$ cat config.mk
export PLATFORM = sky130hd
export DESIGN_NAME = conv_layer_sched
export DESIGN_NICKNAME = d
export VERILOG_FILES = /design/src/rtl/conv_layer_sched.sv
export SDC_FILE = /design/constraint.sdc
export NUM_CORES = 1
export LEC_CHECK = 0
export ABC_CLOCK_PERIOD_IN_PS = 3450
export CAP_MARGIN = 20
export CELL_PAD_IN_SITES_DETAIL_PLACEMENT = 1
export CELL_PAD_IN_SITES_GLOBAL_PLACEMENT = 1
export CORE_UTILIZATION = 44
export CTS_BUF_LIST = sky130_fd_sc_hd__clkbuf_8
export DETAILED_ROUTE_END_ITERATION = 8
export GPL_ROUTABILITY_DRIVEN = 0
export PLACE_DENSITY_LB_ADDON = 0.2
export SYNTH_ARGS = -nofsm -noshare
export SYNTH_HDL_FRONTEND = slang
export SYNTH_SLANG_ARGS = --single-unit
$ cat constraint.sdc
create_clock -name clk -period 3.45 [get_ports clk]
set_input_delay 0.5175 -clock clk [delete_from_list [all_inputs] [get_ports clk]]
set_output_delay 0.5175 -clock clk [all_outputs]
set_load 0.02 [all_outputs]
$ cat src/rtl/conv_layer_sched.sv
// conv_layer_sched: sequences one conv engine over all (oc, ic) pairs of a layer.
module conv_layer_sched #(
  parameter int CH_W    = 8,
  parameter int TIMEOUT = 4096,
  parameter int TO_W    = 13
) (
  input  logic            clk,
  input  logic            rst_n,
  input  logic            start,
  input  logic [CH_W-1:0] cfg_in_ch,
  input  logic [CH_W-1:0] cfg_out_ch,
  output logic            idle,
  output logic            done,
  output logic            err,
  output logic            eng_start,
  input  logic            eng_idle,
  input  logic            eng_finish,
  output logic [CH_W-1:0] ic_idx,
  output logic [CH_W-1:0] oc_idx,
  output logic            bias_en,
  output logic            acc_en,
  output logic            acc_load,
  output logic            och_valid,
  input  logic            och_ready
);
  typedef enum logic [2:0] {IDLE, ISSUE, WAIT, ACC, OUT, DONE} state_t;
  state_t state, nxt;
  logic [CH_W-1:0] in_ch, out_ch, ic_n, oc_n;
  logic [TO_W-1:0] wd;
  logic wd_hit;
  assign wd_hit = wd == TO_W'(TIMEOUT - 1);
  always_comb begin
    nxt  = state;
    ic_n = ic_idx;
    oc_n = oc_idx;
    case (state)
      IDLE: if (start) begin
        nxt  = (cfg_in_ch == '0 || cfg_out_ch == '0) ? DONE : ISSUE;
        ic_n = '0;
        oc_n = '0;
      end
      ISSUE: nxt = eng_idle ? WAIT : ISSUE;
      WAIT: nxt = eng_finish ? ACC : wd_hit ? DONE : WAIT;
      ACC: if (ic_idx < in_ch - 1'b1) begin
        ic_n = ic_idx + 1'b1;
        nxt  = ISSUE;
      end else nxt = OUT;
      OUT: if (och_ready) begin
        ic_n = '0;
        if (oc_idx < out_ch - 1'b1) begin
          oc_n = oc_idx + 1'b1;
          nxt  = ISSUE;
        end else nxt = DONE;
      end
      DONE: nxt = IDLE;
      default: nxt = IDLE;
    endcase
  end
  // Outputs are flops loaded from the next-state decode so they line up with state.
  always_ff @(posedge clk or negedge rst_n) begin
    if (!rst_n) begin
      state     <= IDLE;
      idle      <= 1'b1;
      done      <= 1'b0;
      err       <= 1'b0;
      eng_start <= 1'b0;
      ic_idx    <= '0;
      oc_idx    <= '0;
      bias_en   <= 1'b0;
      acc_en    <= 1'b0;
      acc_load  <= 1'b0;
      och_valid <= 1'b0;
      in_ch     <= '0;
      out_ch    <= '0;
      wd        <= '0;
    end else begin
      state     <= nxt;
      ic_idx    <= ic_n;
      oc_idx    <= oc_n;
      idle      <= nxt == IDLE;
      done      <= nxt == DONE;
      eng_start <= state == ISSUE && eng_idle;
      acc_en    <= nxt == ACC;
      acc_load  <= nxt == ACC && ic_idx == '0;
      och_valid <= nxt == OUT;
      bias_en   <= (nxt == ISSUE || nxt == WAIT || nxt == ACC || nxt == OUT) && ic_n == '0;
      wd        <= state == WAIT ? wd + 1'b1 : '0;
      if (state == IDLE && start) begin
        in_ch  <= cfg_in_ch;
        out_ch <= cfg_out_ch;
        err    <= 1'b0;
      end else if (state == WAIT && !eng_finish && wd_hit) err <= 1'b1;
    end
  end
endmodule

# [After elaboration in Yosys (flattened, before gate mapping)]
# Cells that the tools add are included.
[totals] regBits=56 inputBits=22 output_inout_bits=24 word_cells=74
[op_classes] addsub=5 magnitude_cmp=2 n_eq_ne=13 muxes=20 reduce_logical=20
[op_table] operator="two-way mux 8 bit" count=6
[op_table] operator="zero test 8 bit" count=4
[op_table] operator="one-hot mux 8 bit (3 select lines)" count=1
[op_table] operator="two-way mux 3 bit" count=7
[op_table] operator="adder 8 x 1 -> 8 bit, second input constant" count=2
[op_table] operator="less-than comparator 8 bit" count=2
[op_table] operator="one-hot mux 8 bit (2 select lines)" count=1
[op_table] operator="subtractor 8 x 1 -> 8 bit, second input constant" count=2
[op_table] operator="one-hot mux 3 bit (5 select lines)" count=1
[op_table] operator="adder 13 x 1 -> 13 bit, second input constant" count=1
[op_table] operator="== test 13 x 12 -> 1 bit, second input constant" count=1
[op_table] operator="two-way mux 13 bit" count=1
[op_table] operator="== test 3 x 2 -> 1 bit, second input constant" count=4
[op_table] operator="== test 3 bit, second input constant" count=3
[op_table] operator="== test 3 x 1 -> 1 bit, second input constant" count=2
[op_table] operator="logical AND 1 bit" count=6
[op_table] operator="zero test 3 bit" count=2
[op_table] operator="inequality test 2 bit, second input constant" count=3
[op_table] operator="logical OR 1 bit" count=4
[op_table] operator="AND reduction 4 bit" count=1
[op_table] operator="nonzero test 2 bit" count=2
[op_table] operator="two-way mux 1 bit" count=2
[op_table] operator="two-way mux 2 bit" count=1
[op_table] operator="zero test 1 bit" count=1

# [Logic depth before layout (Yosys ltp)]
# Gate-level depths: netlist of the first run.
[depth] word_depth=10 mapped_depth=14 depth_no_buf=14

# [Least setup slack after synthesis of the first run]
# No wires, ideal clock.
[synth_timing] path_type="register to register" start="register in_ch[0]" end="register bias_en" setup_time_ps=96 t_arrival_ps=3024 required_ps=3354 slack_ps=330 path_stages_with_launch=14 n_path_buf=0 period_less_slack_ps=3120 cell_sequence="dfrtp_1 -> inv_1 -> ha_1 -> nand2_1 -> nor3_1 -> xnor2_1 -> ha_1 -> a211o_1 -> nor2_1 -> a21oi_2 -> o311a_1 -> a211o_1 -> or4bb_1 -> nor4_2"
[synth_via] elab_cells_between_ends=15 classes_between="add/sub: 1; order compare: 1; eq/ne: 4; mux: 4; reduce/logical: 5"
[synth_rtl] item="from (decl)" line_no="28" rtl="logic [CH_W-1:0] in_ch, out_ch, ic_n, oc_n;"
[synth_rtl] item="from (signal assigned)" line_no="89" rtl="in_ch <= cfg_in_ch;"
[synth_rtl] item="subtractor 8 x 1 -> 8 bit" line_no="44" rtl="ACC: if (ic_idx < in_ch - 1'b1) begin"
[synth_rtl] item="less-than comparator 8 bit" line_no="44"
[synth_rtl] item="two-way mux 8 bit" line_no="44"
[synth_rtl] item="one-hot mux 8 bit (3 select lines)" line_no="36" rtl="case (state)"
[synth_rtl] item="named net ic_n[7]" line_no="28"
[synth_rtl] item="zero test 8 bit" line_no="86" rtl="bias_en <= (nxt == ISSUE || nxt == WAIT || nxt == ACC || nxt == OUT) && ic_n == '0;"
[synth_rtl] item="logical AND 1 bit" line_no="86"
[synth_rtl] item="to (signal assigned)" line_no="69" rtl="bias_en <= 1'b0;"
[synth_rtl] item="to (signal assigned)" line_no="86"
[synth_rtl] item="to (decl)" line_no="20" rtl="output logic bias_en,"
# The timed path passes the listed nets, and every way through them passes these cells.
# A chain may end at the register's enable or synchronous reset.

# [Worst setup path in the final report of the first run]
[layout_timing] start="register out_ch[5]" end="register oc_idx[5]"
[layout_via] elab_chain_cells=4
[layout_rtl] item="from (decl)" line_no="28"
[layout_rtl] item="from (signal assigned)" line_no="90" rtl="out_ch <= cfg_out_ch;"
[layout_rtl] item="subtractor 8 x 1 -> 8 bit" line_no="50" rtl="if (oc_idx < out_ch - 1'b1) begin"
[layout_rtl] item="less-than comparator 8 bit" line_no="50"
[layout_rtl] item="inequality test 2 bit (no source line)"
[layout_rtl] item="AND reduction 4 bit (no source line)"
[layout_rtl] item="to (signal assigned)" line_no="79" rtl="oc_idx <= oc_n;"
[layout_rtl] item="to (decl)" line_no="19" rtl="output logic [CH_W-1:0] oc_idx,"
# Every way passes these cells.

==> results of run 1 <==
final cells by class:
type | count | area [um2] | area share [%]
inverter | 17 | 63.8 | 1.58
sequential | 56 | 1400 | 34.8
clock buffer | 6 | 82.6 | 2.05
timing repair buffer | 58 | 543 | 13.5
tap | 96 | 120 | 2.98
multi-input combinational | 248 | 1800 | 44.8
clock inverter | 2 | 11.3 | 0.280
sequential cells by signal, summed over array words and instances, names as in the netlist:
signal,cells
err,1
acc_load,1
state,3
in_ch,8
eng_start,1
done,1
och_valid,1
idle,1
wd,13
acc_en,1
out_ch,8
ic_idx,8
bias_en,1
oc_idx,8
stage by stage:
stage                     setup WS (ns)  cell area (um2)
after global placement            0.183             3740
final                            0.0975             4030
after detailed placement         0.0359             3740
after global routing            -0.0130             4030
after CTS                       0.00404             3840
after floorplan                   0.330             3180
report_power, final:
group | internal [mW] | switching, mW
Clock | 0.161 | 0.229
Sequential | 0.817 | 0.222
Combinational | 0.619 | 0.743
Total | 1.60 | 1.19
timing repair:
action / CTS / global route
setup endpoints to repair: 1 / 5
pin swaps: 1 / 17
hold endpoints to repair: 0 / 0
gates resized for setup: 0 / 24
buffers inserted: 0 / 11
logic make-up after synthesis:
family | count (synthesis) | share of synthesized area [%]
buf+inv | 23 | 2.83
fa+ha+maj | 20 | 7.86
compound gates | 62 | 12.8
xor+xnor | 24 | 6.61
flops | 56 | 44.1
mux | 13 | 4.56
simple gates | 129 | 21.3
placed cells by master (no fill, tap or decap), types with 3 or more instances in the layout:
cell	synthesis	final
buf_4	0	13
and2_1	3	3
nor2b_1	3	3
nand2b_1	3	3
clkbuf_8	0	6
inv_1	16	15
clkdlybuf4s50_1	0	44
or3_1	4	4
a21oi_1	14	13
ha_1	20	19
o21ai_1	4	5
a22oi_1	3	3
a21o_1	4	4
xnor2_1	16	16
nor3_1	13	11
dfrtp_1	55	54
mux2_2	12	12
nor2_1	33	31
or4_1	6	5
inv_2	1	3
nand2_1	29	27
and3_1	7	7
o21ai_0	18	17
xor2_1	8	8
nand3_1	11	11
worst paths after layout:
check / to / depth (start not counted)
max: oc_idx[5]$_DFFE_PN0P_ / 11
min: ic_idx[1]$_DFF_PN0_ / 1
max reg2reg: oc_idx[5]$_DFFE_PN0P_ / 11
min reg2reg: wd[0]$_DFF_PN0_ / 1
max in group asynchronous: idle$_DFF_PN1_ / 2
min in group clk: wd[0]$_DFF_PN0_ / 1
metal layers:
layer  vias to the layer above  part of all wire, %  GRT usage [%]
li1                       1286                    -              -
met5                         -                    0              0
met1                      1389                   44           32.2
met3                        19                  4.6           3.79
met4                         0                  2.3           6.82
met2                        68                   50           41.8
==> impl_metrics.ini, run 1 <==
[worst_setup_path]
end_kind = flip-flop
r2r_start = out_ch[5]$_DFFE_PN0P_
critPathLaunch = out_ch[5]$_DFFE_PN0P_
cpMaxStageDelayCell = or4_4
cpLargestDelayFamily = simple AND/OR/NAND/NOR gates
crit_type = flip-flop to flip-flop
rrSetupSlack_ns = 0.1
cp.arrival_ns = 3.60
cp_max_fo = 5
critPathMaxStageDelay_ns = 0.57
start_kind = flip-flop
crit_chain = or4_4, nor4_4, xnor2_1, ha_1, nand2_1, o2111ai_4, a211oi_2, o21a_1, nand3_1, or3_1, a21oi_1
crit_buf_inv = 0
cp.required_ns = 3.70

[clock_network]
cts_sinks = 56
clkTransAtPathRegs_ns = 0.11
cts_root_buffer = clkbuf_8
ctsHoldBuffers = 0
worstSkewPairLatency_ns = 0.32
cts-htree-levels = 2
cts_buffer_depth = 2
cts_made_buffers = 5
cts_tree = done

[logic_synthesis]
syn_nets = 369
synth_top_area_cell = dfrtp_1
syn_area_um2 = 3180
yosysWarnings = 0
synth_top_area_share_pct = 43.3
synthTopCellsByCount = 55 x dfrtp_1, 33 x nor2_1, 29 x nand2_1
synth.most_common_cell = dfrtp_1
syn_area_per_cell_um2 = 9.73
ys.flop_type = dfrtp_1
ys_async_sr_fraction_pct = 100
synth_edf_count = 0
synth_area_leaders = dfrtp_1 43%, ha_1 7.9%, xnor2_1 4.4%, mux2_2 4.2%, nor2_1 3.9%
synth_cell_type_count = 51
syn_inst = 327
yosysSeqAreaShare_pct = 44.1
ys_ff_latch = 56

[global_routing]
overflow = 0
grt_use_total_pct = 24.5
grt_pass1_wl_um = 14100
grt_pass1_vias = 2802
antenna_found_initial = 0
grt_max_degree = 30

[power]
power.total_mw = 2.79
powerDensity_nw_per_um2 = 693
p_leak_nw = 1.72
max-vdd-ir-drop_v = 0.000343

[routing]
viasPerCell = 5.72
drc_errors = 0
wire_per_inst_um = 18.5
drt_iter0_drc = 124
drt-total-wl_um = 8910
drtPass1Iterations = 4
num_vias = 2762
ant_nets = 0

[sta]
finalSetupViolCount = 0
slew_headroom_pct = 46.2
timing.fmax_ghz = 0.298
max_slew.worst_pin.slew_ns = 0.807
tns_ns = 0
finClkSkew_ns = 0.00953
maxSlewViolCount = 0
timing_hold_violations_final = 0
post-route-period-util_pct = 97.2
hold_ws_ns = 0.225
min_period_ns = 3.35

[layout]
post-route-util_pct = 58.3
finalNonFillerCells = 483
nets = 428
syn2layout_area_growth_pct = 26.6
drive_gt1_share_pct = 16.3
fillers = 801
insertedDiodeCount = 0

[die]
fp.dieH_um = 87.0
start_util_pct = 46.1
die-width_um = 87.0
row_count = 30
ios = 46
coreArea_um2 = 6910
die-area_um2 = 7580

[run]
max-cap-violations = 0

[placed_design]
dp_hpwl_um = 6190
port_buffers = 45
dp_cells = 464

[outcome]
status = finished, final reports clean

[min_path]
hold_class = input port to async pin
No activity file was read; power rests on OpenSTA's default activity.
==> run 2, diff against run 1 <==
--- a/config.mk
+++ b/config.mk
@@ -14,6 +14,7 @@
 export DETAILED_ROUTE_END_ITERATION = 8
 export GPL_ROUTABILITY_DRIVEN = 0
 export PLACE_DENSITY_LB_ADDON = 0.2
+export REMOVE_ABC_BUFFERS = 1
 export SYNTH_ARGS = -nofsm -noshare
 export SYNTH_HDL_FRONTEND = slang
 export SYNTH_SLANG_ARGS = --single-unit
==> impl_metrics.ini, run 2 (synthesis results as in run 1) <==
[routing]
wire_per_inst_um = 17.8
drt-total-wl_um = 8600
drtPass1Iterations = 4
ant_nets = 0
num_vias = 2707
viasPerCell = 5.60
drc_errors = 0
drt_iter0_drc = 147

[sta]
finalSetupViolCount = 0
max_slew.worst_pin.slew_ns = 0.849
post-route-period-util_pct = 97.7
maxSlewViolCount = 0
min_period_ns = 3.37
setup_ws_ns = 0.0811
timing_hold_violations_final = 0
slew_headroom_pct = 43.4
finClkSkew_ns = 0.00913
hold_ws_ns = 0.300
timing.fmax_ghz = 0.297

[placed_design]
port_buffers = 45
dp_hpwl_um = 6140
dp_slack_ns = -0.0305
dp_cells = 465

[layout]
syn2layout_area_growth_pct = 28.3
finalNonFillerCells = 483
nets = 428
drive_gt1_share_pct = 18.1
insertedDiodeCount = 0
largest_reg_flops = 13
top_register = wd
fillers = 797
regArea_um2 = 1400
multi_input_area_um2 = 1830
final_common_cell = dfrtp_1
final_cell_mix = 54 x dfrtp_1, 44 x clkdlybuf4s50_1, 29 x nor2_1, 27 x nand2_1, 19 x ha_1

[power]
powerDensity_nw_per_um2 = 698
p_leak_nw = 1.75
max-vdd-ir-drop_v = 0.000329

[worst_setup_path]
cp.required_ns = 3.67
rrSetupSlack_ns = 0.08
reg2reg_to = bias_en$_DFF_PN0_
cp_max_fo = 4
start_kind = flip-flop
critPathLaunch = in_ch[0]$_DFFE_PN0P_
worstSetupEndpoint = bias_en$_DFF_PN0_
r2r_start = in_ch[0]$_DFFE_PN0P_
end_kind = flip-flop
cp.arrival_ns = 3.59
crit_type = flip-flop to flip-flop
reg2regPathDepth = 14

[die]
ios = 46
die-width_um = 87.0
die-area_um2 = 7580
start_util_pct = 46.1
coreArea_um2 = 6910
row_count = 30
fp.dieH_um = 87.0

[clock_network]
cts_tree = done
cts_root_buffer = clkbuf_8
worstSkewPairLatency_ns = 0.31
cts_made_buffers = 5
clkTransAtPathRegs_ns = 0.10
cts_buffer_depth = 2
cts_sinks = 56
cts-htree-levels = 2

[global_routing]
grt_pass1_vias = 2839
grt_pass1_wl_um = 13900
overflow = 0
antenna_found_initial = 0
grt_use_total_pct = 24.1
grt_max_degree = 38

[run]
max-cap-violations = 0

[outcome]
status = finished, final reports clean

[min_path]
hold_class = input port to async pin
run 2: cell types whose count changed in the layout (fill, tap and decap cells not counted), sizes merged:
cell	change
bufinv	+1
clkinv	+1
clkinvlp	-1
inv	-1
run 2: layer usage:
metal	wire length, um	track usage, %
met3	232	2.84
met2	4460	43.2
met4	147	5.76
met1	3770	30.8
met5	0	0
run 2: per-stage QoR:
step	area [um2]	total power, mW	setup TNS [ns]	util, %
detailed placement	3750	2.19	-0.0305	54.3
global placement	3750	2.12	0	54.3
CTS	3880	2.66	0	56.2
floorplan	3160	1.78	0	-
global route	4080	3.05	-0.0281	59.1
finish	4080	2.85	0	59.1
run 2: timing repair:
| action | in CTS | in global routing |
|---|---|---|
| pin swaps | 0 | 15 |
| hold buffers | 0 | 0 |
| buffers inserted | 0 | 10 |
| setup endpoints to repair | 1 | 4 |
| resized for setup | 2 | 29 |
run 2: final cells by class:
cell class | count | area share, %
multi-input combinational | 248 | 44.8
sequential | 56 | 34.4
timing repair buffer | 58 | 13.3
tap | 96 | 2.94
clock buffer | 6 | 2.02
inverter | 17 | 1.56
clock inverter | 2 | 0.950
run 2: worst min-delay path by stage:
stage | end | start | depth (start not counted) | slack (ns)
after floorplan | acc_en$_DFF_PN0_ | rst_n | 0 | 0.22
final | in_ch[7]$_DFFE_PN0P_ | rst_n | 1 | 0.30
after detailed placement | wd[0]$_DFF_PN0_ | wd[0]$_DFF_PN0_ | 1 | 0.48
after global placement | wd[0]$_DFF_PN0_ | wd[0]$_DFF_PN0_ | 1 | 0.48
after global routing | oc_idx[4]$_DFFE_PN0P_ | rst_n | 1 | 0.36
after CTS | in_ch[5]$_DFFE_PN0P_ | rst_n | 1 | 0.32
run 2: where the power goes:
group	total, mW	internal [mW]	switching [mW]
logic	1.36	0.628	0.731
registers	1.03	0.817	0.214
clock network	0.459	0.238	0.221
total	2.85	1.68	1.17
run 2: critical path, stage by stage (launching register included):
cell and delay, ns:
dfrtp_1 0.42, inv_2 0.09, buf_4 0.11, nand3_1 0.12
nor2_1 0.14, xnor2_1 0.16, ha_1 0.29, nor3_1 0.27
nor2_2 0.12, nor2_4 0.13, a21oi_4 0.06, o311a_1 0.29
a211o_1 0.25, or4bb_1 0.57, nor4_4 0.24
